## src/rtl/wash_pkg.sv

```systemverilog
// Shared types and per-mode tables for the wash-cycle executor.
package wash_pkg;

  typedef enum logic [2:0] {
    ST_IDLE  = 3'd0,
    ST_CHECK = 3'd1,
    ST_WASH  = 3'd2,
    ST_RINSE = 3'd3,
    ST_SPIN  = 3'd4,
    ST_PAUSE = 3'd5,
    ST_DONE  = 3'd6
  } state_t;

  localparam logic [1:0] MODE_QUICK = 2'd0;
  localparam logic [1:0] MODE_STD   = 2'd1;
  localparam logic [1:0] MODE_HEAVY = 2'd2;
  localparam logic [1:0] MODE_SPIN  = 2'd3;

  // Base wash seconds; the weight in kg is added on top.
  function automatic logic [7:0] wash_base(input logic [1:0] m);
    case (m)
      MODE_QUICK: return 8'd10;
      MODE_STD:   return 8'd20;
      MODE_HEAVY: return 8'd30;
      default:    return 8'd0;
    endcase
  endfunction

  function automatic logic [7:0] rinse_time(input logic [1:0] m);
    case (m)
      MODE_QUICK: return 8'd5;
      MODE_STD:   return 8'd10;
      MODE_HEAVY: return 8'd15;
      default:    return 8'd0;
    endcase
  endfunction

  function automatic logic [7:0] spin_time(input logic [1:0] m);
    case (m)
      MODE_QUICK: return 8'd5;
      MODE_STD:   return 8'd5;
      MODE_HEAVY: return 8'd10;
      default:    return 8'd8;
    endcase
  endfunction

  // Price as 3-digit BCD.
  function automatic logic [11:0] price(input logic [1:0] m);
    case (m)
      MODE_QUICK: return 12'h005;
      MODE_STD:   return 12'h010;
      MODE_HEAVY: return 12'h015;
      default:    return 12'h003;
    endcase
  endfunction

endpackage

```

## src/rtl/bcd3_sub.sv

```systemverilog
// Combinational 3-digit BCD subtractor: diff = a - b, borrow=1 when a < b.
module bcd3_sub (
  input  logic [11:0] a,
  input  logic [11:0] b,
  output logic [11:0] diff,
  output logic        borrow
);

  logic [4:0] w_t;
  logic       w_br;

  // Ripple the borrow from the ones digit upward, correcting negative digits by +10.
  always_comb begin
    w_t  = '0;
    w_br = 1'b0;
    diff = '0;
    for (int i = 0; i < 3; i++) begin
      w_t = {1'b0, a[4*i +: 4]} - {1'b0, b[4*i +: 4]} - {4'd0, w_br};
      if (w_t[4]) begin
        diff[4*i +: 4] = w_t[3:0] + 4'd10;
        w_br           = 1'b1;
      end else begin
        diff[4*i +: 4] = w_t[3:0];
        w_br           = 1'b0;
      end
    end
    borrow = w_br;
  end

endmodule

```

## src/rtl/wash_run.sv

```systemverilog
// Wash-cycle executor: charge the mode price, then run WASH -> RINSE -> SPIN
// with 1 s countdowns, honouring pause, lid interlock and abort.
// The inputs are plain pulses/levels with no handshake: start is honoured only
// in IDLE, pause_pos/abort_pos only while running or paused; otherwise dropped.
module wash_run
  import wash_pkg::*;
#(
  parameter int unsigned TICK_DIV   = 100_000_000,
  parameter int unsigned DONE_TICKS = 3
) (
  input  logic        clk,
  input  logic        rst,
  input  logic        start,
  input  logic [1:0]  mode,
  input  logic [7:0]  weight,
  input  logic [11:0] bal_in,
  input  logic        lid_open,
  input  logic        pause_pos,
  input  logic        abort_pos,
  output logic [2:0]  phase,
  output logic [7:0]  remain_s,
  output logic [11:0] bal_out,
  output logic        busy,
  output logic        paused,
  output logic        done,
  output logic        err,
  output logic [2:0]  dbg_state
);

  localparam int PW = (TICK_DIV > 1) ? $clog2(TICK_DIV) : 1;
  localparam logic [PW-1:0] PRESC_MAX = PW'(TICK_DIV - 1);

  state_t        r_state, w_state_nxt, r_ret;
  logic [1:0]    r_mode;
  logic [7:0]    r_weight;
  logic [11:0]   r_bal, r_bal_out;
  logic [PW-1:0] r_presc;
  logic [7:0]    r_remain;
  logic          r_err;

  logic [7:0]    w_wbin;
  logic [11:0]   w_diff;
  logic          w_borrow;
  logic          w_tick, w_last, w_run, w_hold;
  state_t        w_first, w_next;

  // Phase that follows s; zero-length phases are skipped.
  function automatic state_t next_phase(input state_t s, input logic [1:0] m);
    case (s)
      ST_WASH:  return (rinse_time(m) != 8'd0) ? ST_RINSE : ST_SPIN;
      ST_RINSE: return ST_SPIN;
      ST_SPIN:  return ST_DONE;
      default:  return ST_IDLE;
    endcase
  endfunction

  // Countdown value loaded on entry to phase s.
  function automatic logic [7:0] time_of(input state_t s, input logic [1:0] m,
                                         input logic [7:0] wbin);
    case (s)
      ST_WASH:  return wash_base(m) + wbin;
      ST_RINSE: return rinse_time(m);
      ST_SPIN:  return spin_time(m);
      ST_DONE:  return 8'(DONE_TICKS);
      default:  return 8'd0;
    endcase
  endfunction

  function automatic logic [2:0] light(input state_t s);
    case (s)
      ST_WASH:  return 3'b001;
      ST_RINSE: return 3'b010;
      ST_SPIN:  return 3'b100;
      default:  return 3'b000;
    endcase
  endfunction

  bcd3_sub u_sub (
    .a      (r_bal),
    .b      (price(r_mode)),
    .diff   (w_diff),
    .borrow (w_borrow)
  );

  assign w_wbin  = 8'(r_weight[7:4]) * 8'd10 + 8'(r_weight[3:0]);
  assign w_tick  = (r_presc == PRESC_MAX);
  assign w_last  = (r_remain == 8'd1);
  assign w_run   = (r_state == ST_WASH) || (r_state == ST_RINSE) || (r_state == ST_SPIN);
  assign w_hold  = lid_open || pause_pos;
  assign w_first = (r_mode == MODE_SPIN) ? ST_SPIN : ST_WASH;
  assign w_next  = next_phase(r_state, r_mode);

  // State register.
  always_ff @(posedge clk or negedge rst) begin
    if (!rst) r_state <= ST_IDLE;
    else      r_state <= w_state_nxt;
  end

  // Next-state logic; priority abort > lid > pause > tick.
  always_comb begin
    w_state_nxt = r_state;
    case (r_state)
      ST_IDLE:  if (start) w_state_nxt = ST_CHECK;
      ST_CHECK: w_state_nxt = w_borrow ? ST_IDLE : w_first;
      ST_WASH, ST_RINSE, ST_SPIN: begin
        if (abort_pos)            w_state_nxt = ST_IDLE;
        else if (w_hold)          w_state_nxt = ST_PAUSE;
        else if (w_tick && w_last) w_state_nxt = w_next;
      end
      ST_PAUSE: begin
        if (abort_pos)                   w_state_nxt = ST_IDLE;
        else if (pause_pos && !lid_open) w_state_nxt = r_ret;
      end
      ST_DONE:  if (w_tick && w_last) w_state_nxt = ST_IDLE;
      default:  w_state_nxt = ST_IDLE;
    endcase
  end

  // Datapath: job latch, charge, prescaler and countdown.
  always_ff @(posedge clk or negedge rst) begin
    if (!rst) begin
      r_mode    <= '0;
      r_weight  <= '0;
      r_bal     <= '0;
      r_bal_out <= '0;
      r_presc   <= '0;
      r_remain  <= '0;
      r_err     <= 1'b0;
      r_ret     <= ST_IDLE;
    end else begin
      if (r_state == ST_IDLE && start) begin
        r_mode   <= mode;
        r_weight <= weight;
        r_bal    <= bal_in;
        r_err    <= 1'b0;
      end else if (r_state == ST_CHECK) begin
        if (w_borrow) begin
          r_err     <= 1'b1;
          r_bal_out <= r_bal;
        end else begin
          r_bal_out <= w_diff;
          r_remain  <= time_of(w_first, r_mode, w_wbin);
          r_presc   <= '0;
        end
      end else if ((w_run || r_state == ST_PAUSE) && abort_pos) begin
        r_remain <= '0;
      end else if (w_run && w_hold) begin
        // Prescaler frozen on entry: a coincident tick does not count.
        r_ret <= r_state;
      end else if (w_run || r_state == ST_DONE) begin
        r_presc <= w_tick ? '0 : r_presc + PW'(1);
        if (w_tick)
          r_remain <= w_last ? time_of(w_next, r_mode, w_wbin) : r_remain - 8'd1;
      end
    end
  end

  // Decoded outputs; lights follow the frozen phase while paused.
  always_comb begin
    phase  = 3'b000;
    busy   = 1'b0;
    paused = 1'b0;
    done   = 1'b0;
    case (r_state)
      ST_CHECK: busy = 1'b1;
      ST_WASH, ST_RINSE, ST_SPIN: begin
        busy  = 1'b1;
        phase = light(r_state);
      end
      ST_PAUSE: begin
        busy   = 1'b1;
        paused = 1'b1;
        phase  = light(r_ret);
      end
      ST_DONE:  done = 1'b1;
      default: ;
    endcase
  end

  assign remain_s  = r_remain;
  assign bal_out   = r_bal_out;
  assign err       = r_err;
  assign dbg_state = r_state;

endmodule
```

## config.mk

```make
export PLATFORM = sky130hd
export DESIGN_NAME = wash_run
export DESIGN_NICKNAME = d
export VERILOG_FILES = /design/src/rtl/wash_pkg.sv /design/src/rtl/bcd3_sub.sv /design/src/rtl/wash_run.sv
export SDC_FILE = /design/constraint.sdc
export NUM_CORES = 1
export LEC_CHECK = 0
export ABC_AREA = 0
export BUFFER_PORTS_ARGS = -buffer_cell sky130_fd_sc_hd__buf_4
export CORE_MARGIN = 3
export CORE_UTILIZATION = 49
export DETAILED_ROUTE_END_ITERATION = 12
export GPL_ROUTABILITY_DRIVEN = 0
export PLACE_DENSITY = 0.69
export SLEW_MARGIN = 20
export SYNTH_ARGS = -nofsm -noshare
export SYNTH_HDL_FRONTEND = slang
export SYNTH_SLANG_ARGS = --single-unit
```

## constraint.sdc

```tcl
create_clock -name clk -period 11 [get_ports clk]
set_input_delay 2.2 -clock clk [delete_from_list [all_inputs] [get_ports clk]]
set_output_delay 2.2 -clock clk [all_outputs]
set_load 0.005 [all_outputs]
```

* Word level (Yosys, flattened, before mapping)
Index checks and enable logic that the tools add are counted.
** Word-level totals
- Word-level logic and storage cells :: 143
- Register bits :: 76
- Input bits :: 28
** Cells by class
- Equal/unequal tests :: 30
- Bitwise gates (word level) :: 3
- $add $sub $neg :: 13
- Multiplexer cells :: 59
- Multiply operators :: 1
- Reduce and logical (&&, ||, !) cells :: 28
** Operators by type and width (number)
- 27-bit 2-to-1 mux :: 6
- 8-bit 2-to-1 mux :: 19
- 8-bit one-hot mux with 4 select lines :: 2
- 3-bit 2-to-1 mux :: 10
- 5-bit one-hot mux with 3 select lines :: 2
- 27-bit by 1-bit adder with 27-bit output (second input constant) :: 1
- 27-bit equality test (second input constant) :: 1
- 3-bit one-hot mux with 3 select lines :: 3
- 3-bit by 2-bit equality test with 1-bit output (second input constant) :: 8
- 3-bit equality test (second input constant) :: 8
- 8-bit adder :: 2
- 3-bit one-hot mux with 5 select lines :: 1
- 4-bit adder (second input constant) :: 3
- 12-bit 2-to-1 mux :: 1
- 4-bit 2-to-1 mux :: 3
- 4-bit one-hot mux with 3 select lines :: 1
- 2-bit inequality test (second input constant) :: 5
- 5-bit AND reduction :: 2
- 5-bit by 1-bit subtractor with 5-bit output :: 2
- 1-bit 2-to-1 mux :: 9
- 8-bit by 4-bit adder with 8-bit output :: 1
- 8-bit by 1-bit equality test with 1-bit output (second input constant) :: 1
- 4-bit one-hot mux with 2 select lines :: 1
- 4-bit AND reduction :: 2
- other kinds (24) :: 40

* Depth between registers and ports, before layout
Gate-level depths: netlist (run 1).
- Depth after elaboration :: 22
- Mapped depth :: 19

* By module
From an unflattened synthesis (run 1), not the netlist that was laid out.
** Unflattened totals
- Cells, all modules :: 587
- Area total of the unflattened synthesis :: 5514.0 um^2
** By module, submodules not included
- wash_run :: cells an instance 502, instances 1, seq. area each 1901.8 um^2, area an instance 4785.8 um^2
- bcd3_sub :: cells an instance 85, instances 1, seq. area each 0.0 um^2, area an instance 728.2 um^2

* Worst setup path after synthesis (run 1)
OpenSTA, ideal clock, no wires.
- Path type :: flip-flop to flip-flop
- Start point :: register r_mode[0]
- End point :: register r_state[2], in the netlist dbg_state[2]
- Stages on the path, launching flop included :: 17
- Arrival :: 4212 ps
- Path buffers :: 2
- Setup time :: 121 ps
- Setup slack :: 6667 ps
- Path through :: dfrtp_1 -> ha_1 -> clkbuf_1 -> inv_1 -> fa_1 -> a211oi_1 -> fa_1 -> ha_1 -> nor3b_1 -> ha_1 -> ha_1 -> or3b_2 -> clkbuf_1 -> nand2_2 -> o21ai_0 -> a22o_1 -> a22o_1
** Between the ends
- Cells in the longest elaborated chain, start to end :: 10
- Elaborated cells on any way between the ends :: 23
** Ends and longest elaborated chain
- start, declared :: line wash_run.sv:34 : logic [1:0] r_mode;
- start signal, assigned :: line wash_run.sv:132 : r_mode <= mode;
- 2-bit equality test (tied with other cells) :: line wash_pkg.sv:30, wash_pkg.sv:49
- 5-bit one-hot mux with 3 select lines / 4-bit one-hot mux with 3 select lines (equally long branches) :: line wash_pkg.sv:49, wash_pkg.sv:30
- 4-bit by 4-bit subtractor with 5-bit output / 8-bit 2-to-1 mux (equally long branches) :: line bcd3_sub.sv:18, wash_run.sv:49
- 1-bit 2-to-1 mux / 8-bit nonzero test (equally long branches) :: line bcd3_sub.sv:19, wash_run.sv:50
- 5-bit by 1-bit subtractor with 5-bit output / 3-bit 2-to-1 mux (equally long branches) :: line bcd3_sub.sv:18, wash_run.sv:50
- 1-bit 2-to-1 mux / 3-bit one-hot mux with 3 select lines (equally long branches) :: line bcd3_sub.sv:19, wash_run.sv:49
- 5-bit by 1-bit subtractor with 5-bit output / 3-bit 2-to-1 mux (equally long branches) :: line bcd3_sub.sv:18, wash_run.sv:108
- 1-bit 2-to-1 mux / 3-bit 2-to-1 mux (equally long branches) :: line bcd3_sub.sv:19, wash_run.sv:107
- 3-bit 2-to-1 mux (on tied branches) :: line wash_run.sv:104, wash_run.sv:106
- 3-bit one-hot mux with 5 select lines (*) :: line wash_run.sv:102 : case (r_state)
- end signal, assigned :: line wash_run.sv:96 : else r_state <= w_state_nxt;
- end, declared :: line wash_run.sv:33 : state_t r_state, w_state_nxt, r_ret;
Mark *: on every way between the ends. The rest lies on a longest branch, timed or not. The select of a mux whose other input is x is not followed.
A chain may end at the register's enable or synchronous reset.

* Final worst setup path (run 1)
- Start point :: register r_mode[0]
- End point :: register r_presc[2]
** Between the ends
- Cells in the longest elaborated chain, start to end :: 10
- Elaborated cells on any way between the ends :: 13
** Ends and longest elaborated chain
- 2-bit equality test (tied with other cells) :: line wash_pkg.sv:49 : case (m)
- 5-bit one-hot mux with 3 select lines (*) :: line wash_pkg.sv:49
- 4-bit by 4-bit subtractor with 5-bit output :: line bcd3_sub.sv:18 : w_t = {1'b0, a[4*i +: 4]} - {1'b0, b[4*i +: 4]} - {4'd0, w_br};
- 1-bit 2-to-1 mux :: line bcd3_sub.sv:19 : if (w_t[4]) begin
- 5-bit by 1-bit subtractor with 5-bit output (*) :: line bcd3_sub.sv:18
- 1-bit 2-to-1 mux (*) :: line bcd3_sub.sv:19
- 5-bit by 1-bit subtractor with 5-bit output (*) :: line bcd3_sub.sv:18
- 1-bit 2-to-1 mux (*) :: line bcd3_sub.sv:19
- 2-bit inequality test (no source line) (*)
- 5-bit AND reduction (no source line) (*)
- end signal, assigned :: line wash_run.sv:151 : r_presc <= w_tick ? '0 : r_presc + PW'(1);
- end, declared :: line wash_run.sv:37 : logic [PW-1:0] r_presc;
Mark *: on every way between the ends. The rest lies on a longest branch, timed or not.

==> results of run 1 <==
-- metal layers --
layer / global-route usage, % / up-vias / wire (um)
li1: - / 2007 / -
met1: 25.8 / 1974 / 4930
met2: 34.8 / 83 / 5680
met3: 5.60 / 11 / 503
met4: 5.94 / 0 / 121
met5: 0 / - / 0
-- stage by stage --
stage                     setup slack, ns  total power [mW]  instances
after global routing                 5.45              2.11        726
after CTS                            5.81              1.93        726
after floorplan                      6.67              1.41        540
after detailed placement             5.86              1.72        710
after global placement               6.18              1.68        710
final                                5.84              1.91        726
-- worst min-delay path: stages, from the launching register on --
cell,delay [ns]
dfrtp_1,0.35
nand2_1,0.05
o21ai_0,0.06
-- state kept, by name, summed over array words and instances (netlist names) --
register and count:
err 1, r_ret 3, bal_out 12, remain_s 8
r_bal 12, r_weight 8, r_presc 27, dbg_state 3
r_mode 2
-- final timing paths --
check | startpoint | end | slack [ns] | cells after the start
min in group asynchronous | rst | r_presc[4] | 1.99 | 1
hold reg to reg | bal_out[9] | bal_out[9] | 0.49 | 2
hold / removal | bal_out[9] | bal_out[9] | 0.49 | 2
setup / recovery | r_mode[0] | r_presc[2] | 5.84 | 15
setup reg to reg | r_mode[0] | r_presc[2] | 5.84 | 15
max in group asynchronous | rst | r_weight[6] | 8.38 | 1
-- layout make-up --
type | instances | area [um^2]
Clock inverter | 3 | 20.0
Tap cell | 133 | 166
Inverter | 25 | 93.8
Clock buffer | 13 | 169
Multi-Input combinational cell | 417 | 2900
Fill cell | 905 | 4170
Sequential cell | 76 | 1900
Timing Repair Buffer | 59 | 443
-- cell usage in the layout, fill, tap and decap left out, types with 3 or more instances in the layout --
cell	netlist	layout
ha_1	28	28
and3_1	8	8
nand4_1	8	8
a21o_1	4	4
a211oi_1	3	3
mux2i_1	5	5
xnor2_1	14	14
o211ai_1	5	5
clkbuf_8	0	12
nand3_1	19	19
or3_1	3	3
o31ai_1	5	5
nor2b_1	12	11
nand2_1	43	43
nor3_1	17	17
buf_4	1	59
xor2_1	20	20
o21ai_1	4	4
dfrtp_1	76	76
inv_1	25	25
fa_1	5	5
o21ai_0	53	53
mux2_2	20	20
nand2b_1	7	7
and4_1	4	4
a21oi_1	25	25
and2_1	4	4
nand2_2	5	5
nor2_1	47	47
-- cells by family after synthesis --
| logic type | after synthesis | synth area share (%) |
|---|---|---|
| adders and majority gates | 33 | 9.01 |
| and+or+nand+nor | 198 | 20.8 |
| DFF | 76 | 38.0 |
| AOI/OAI and AO/OA | 126 | 16.4 |
| muxes | 26 | 5.73 |
| buffers and inverters | 47 | 4.00 |
| xor gates and xnor gates | 34 | 5.96 |
-- report_power, final --
group / switching (mW) / total, mW / internal (mW)
logic: 0.640 / 1.21 / 0.567
registers: 0.122 / 0.503 / 0.381
clock network: 0.104 / 0.204 / 0.100
total: 0.866 / 1.91 / 1.05
==> flow_metrics.env, run 1 <==
export IMPL_status="complete, no violations"
export IMPL_synth_edff_count=0
export IMPL_synth_top_area_cell="dfrtp_1"
export IMPL_drt_first_pass_iters=4
export IMPL_wl_um=11200
export IMPL_netlist_instances=540
export IMPL_cts_buffer_depth=2
export IMPL_drive_above_1_share_pct=20.1
export IMPL_p_leak_nw=2.57
export IMPL_dpl_hpwl_um=8110
export IMPL_final_area_mm2=0.00569
export IMPL_cts_hold_buf=0
export IMPL_fmax_mhz=194
export IMPL_rsz0062_at_grt="false"
export IMPL_cp_end_kind="flip-flop"
export IMPL_yosys_top_cells_count="76 x dfrtp_1, 53 x o21ai_0, 47 x nor2_1"
export IMPL_relSlewSlack_pct=29.3
export IMPL_htree_levels=3
export IMPL_hold_path_class="reg -> reg"
export IMPL_fin_skew_ns=0.0108
export IMPL_fin_crit_ns=5.16
export IMPL_cts_tree="built"
export IMPL_final_net_count=649
export IMPL_ctsResizeCount=0
export IMPL_area_growth_pct=13.9
export IMPL_critPathBufInv=2
export IMPL_synth_seq_area_share_pct=38.0
export IMPL_post_drt_wl_per_cell_um=15.5
export IMPL_synthArstFlopShare_pct=100
export IMPL_die_h_um=107
export IMPL_power_density_mw_per_mm2=336
export IMPL_cts_root_buf="clkbuf_8"
export IMPL_tightest_slew_ns=1.06
export IMPL_drc=0
export IMPL_ys_ff_latch=76
export IMPL_dr_first_iter_drc_count=138
export IMPL_crit_type="reg -> reg"
export IMPL_viasPerCell=5.61
export IMPL_maxCapViolCount=0
export IMPL_worstPathCellList="ha_1 > inv_1 > fa_1 > a211oi_1 > fa_1 > ha_1 > nor3b_1 > ha_1 > ha_1 > nor3b_2 > buf_4 > nor2_1 > nor2_1 > or2_1 > o21ai_0"
export IMPL_insertedDiodeCount=0
export IMPL_postPlaceCellArea_mm2=0.00550
export IMPL_finalSetupViolCount=0
export IMPL_slowest_stage="nor2_1"
export IMPL_grt_pass1_wl_um=18700
export IMPL_ir_drop_mv=0.225
export IMPL_max_stage_delay_ns=0.56
export IMPL_holdWs_ns=0.490
export IMPL_fin_crit_sh_pct=46.9
export IMPL_cp_required_ns=11.23
export IMPL_start_util_pct=50.7
export IMPL_cts_setup_buffers=0
export IMPL_ant_nets=0
export IMPL_ys_warn_count=0
export IMPL_gr_total_overflow=0
export IMPL_die_w_um=107
export IMPL_antenna_found_initial=0
export IMPL_synth_area_leaders="dfrtp_1 38%, ha_1 7.0%, o21ai_0 5.3%"
export IMPL_cp_arrival_ns=5.40
export IMPL_synth_area_per_cell_um2=9.26
export IMPL_synth_top_area_share_pct=38.0
export IMPL_grt_use_total_pct=20.6
export IMPL_finalCoreUtilization_pct=57.7
export IMPL_vias=4075
export IMPL_crit_fanout=17
export IMPL_clk_pin_slew_ns=0.08
export IMPL_crit_family="adder cells"
export IMPL_fp_row_count=36
export IMPL_ios=58
export IMPL_grt_max_degree=77
export IMPL_dieArea_mm2=0.0114
export IMPL_clock_sinks=76
export IMPL_setup_tns_ns=0
export IMPL_core_mm2=0.00986
export IMPL_crit_top_cell="ha_1"
export IMPL_clk_latency_ns=0.37
export IMPL_start_kind="flip-flop"
export IMPL_yosysMostFrequentCell="dfrtp_1"
export IMPL_grt_pass1_vias=3907
export IMPL_timing_final_hold_violations=0
export IMPL_port_buffers=57
export IMPL_syn_nets=601
export IMPL_synth_area_mm2=0.00500
export IMPL_cts_buffers_inserted=9
export IMPL_synthDistinctLibCells=70
export IMPL_yosys_most_used_dff="dfrtp_1"
export IMPL_maxSlewViolCount=0
Power figures use the tool's default switching activity.
==> run 2: changes to the inputs <==
--- a/config.mk
+++ b/config.mk
@@ -11,7 +11,7 @@
 export CORE_UTILIZATION = 49
 export DETAILED_ROUTE_END_ITERATION = 12
 export GPL_ROUTABILITY_DRIVEN = 0
-export PLACE_DENSITY = 0.69
+export PLACE_DENSITY = 0.71
 export SLEW_MARGIN = 20
 export SYNTH_ARGS = -nofsm -noshare
 export SYNTH_HDL_FRONTEND = slang
==> constraint.sdc (replaced) <==
create_clock -name clk -period 4.59 [get_ports clk]
set_input_delay 0.918 -clock clk [delete_from_list [all_inputs] [get_ports clk]]
set_output_delay 0.918 -clock clk [all_outputs]
set_load 0.005 [all_outputs]
==> flow_metrics.env, run 2 (synthesized netlist as in run 1, its figures left out) <==
export IMPL_status="complete, no violations"
export IMPL_tightest_slew_ns=0.948
export IMPL_finalSetupViolCount=0
export IMPL_ir_drop_mv=0.615
export IMPL_cp_arrival_ns=4.45
export IMPL_clk_latency_ns=0.36
export IMPL_grt_max_degree=77
export IMPL_port_buffers=57
export IMPL_maxCapViolCount=0
export IMPL_largest_register_ffs=27
export IMPL_vias=4145
export IMPL_final_cell_mix="76 x dfrtp_1, 63 x buf_4, 53 x o21ai_0"
export IMPL_dp_cells=714
export IMPL_insertedDiodeCount=0
export IMPL_ios=58
export IMPL_slowest_stage="a22oi_2"
export IMPL_cp_end_kind="flip-flop"
export IMPL_final_area_mm2=0.00576
export IMPL_rsz0062_at_grt="false"
export IMPL_fin_skew_ns=0.0103
export IMPL_hold_path_class="reg -> reg"
export IMPL_final_net_count=653
export IMPL_die_w_um=107
export IMPL_dpl_hpwl_um=8270
export IMPL_worstPathCellList="ha_1 > inv_1 > ha_1 > inv_1 > fa_1 > a211oi_2 > fa_1 > ha_1 > nor3b_4 > ha_1 > ha_1 > nor3b_2 > nand2_1 > a22oi_2 > mux2_2"
export IMPL_start_util_pct=50.7
export IMPL_post_drt_wl_per_cell_um=15.6
export IMPL_gr_total_overflow=0
export IMPL_max_stage_delay_ns=0.52
export IMPL_crit_type="reg -> reg"
export IMPL_drc=0
export IMPL_dr_first_iter_drc_count=254
export IMPL_p_leak_nw=2.61
export IMPL_fp_row_count=36
export IMPL_clock_sinks=76
export IMPL_cts_buffer_depth=2
export IMPL_cts_buffers_inserted=9
export IMPL_relSlewSlack_pct=36.8
export IMPL_viasPerCell=5.69
export IMPL_postPlaceCellArea_mm2=0.00553
export IMPL_top_register="r_presc"
export IMPL_fmax_mhz=238
export IMPL_instances_no_fill=729
export IMPL_wl_um=11400
export IMPL_maxSlewViolCount=0
export IMPL_dieArea_mm2=0.0114
export IMPL_final_common_cell="dfrtp_1"
export IMPL_start_kind="flip-flop"
export IMPL_fin_crit_sh_pct=91.6
export IMPL_layout_setup_ws_ns=0.385
export IMPL_core_mm2=0.00986
export IMPL_timing_final_hold_violations=0
export IMPL_drt_first_pass_iters=5
export IMPL_power_density_mw_per_mm2=821
export IMPL_dp_slack_ns=0.123
export IMPL_cts_root_buf="clkbuf_8"
export IMPL_fin_crit_ns=4.21
export IMPL_setup_tns_ns=0
export IMPL_grt_pass1_vias=4216
export IMPL_cts_tree="built"
export IMPL_drive_above_1_share_pct=21.1
export IMPL_htree_levels=3
export IMPL_crit_top_cell="ha_1"
export IMPL_cp_required_ns=4.84
export IMPL_grt_pass1_wl_um=19800
export IMPL_die_h_um=107
export IMPL_grt_use_total_pct=21.3
export IMPL_crit_fanout=14
export IMPL_clk_pin_slew_ns=0.08
export IMPL_antenna_found_initial=0
export IMPL_ant_nets=0
export IMPL_area_growth_pct=15.2
## run 2: cell type report
class	count	area (um^2)
inverter	25	93.8
clock buffer	10	128
multi-input combinational	417	2920
sequential	76	1900
timing repair buffer	63	473
clock inverter	5	77.6
fill	850	4110
tap	133	166
## run 2: worst paths after layout
path,from,end,slack [ns],depth (start not counted)
min reg2reg,bal_out[7],bal_out[7],0.49,2
min,bal_out[7],bal_out[7],0.49,2
max,r_mode[0],remain_s[3],0.38,15
max reg2reg,r_mode[0],remain_s[3],0.38,15
max in group asynchronous,rst,r_presc[0],3.28,1
min in group asynchronous,rst,r_presc[4],0.72,1
## run 2: report_power, final
group,internal (mW),total (mW),switching (mW)
Clock,0.302,0.551,0.250
Combinational,1.40,2.96,1.56
Sequential,0.912,1.21,0.301
## run 2: worst max-delay path, delay by kind of cell, from the launching register on
kind | cells | cell delay, ns
AO/OA/AOI/OAI | 2 | 0.78
adder cells (fa/ha/maj) | 7 | 1.72
buffers and inverters | 2 | 0.12
flip-flops | 1 | 0.42
multiplexers | 1 | 0.40
AND/OR/NAND/NOR | 3 | 0.64
## run 2: what timing repair did
action	CTS	global route
gates resized for setup	0	4
endpoints found under the setup margin	0	35
hold buffers	0	0
buffers inserted	0	0
## run 2: per-layer routing
metal | GRT usage [%] | routed length, um | vias up
met5 | 0 | 0 | -
met4 | 6.58 | 191 | 0
met3 | 4.76 | 552 | 21
met2 | 36.1 | 5740 | 109
met1 | 27.2 | 4910 | 2007
li1 | - | - | 2008
## run 2: through the flow
step                      util [%]  power, mW  hold WS (ns)
after floorplan                  -       3.37         0.464
after global placement        56.1       4.03         0.467
after detailed placement      56.1       4.15         0.476
after CTS                     58.2       4.74         0.495
after global routing          58.4       5.22         0.536
final                         58.4       4.73         0.488
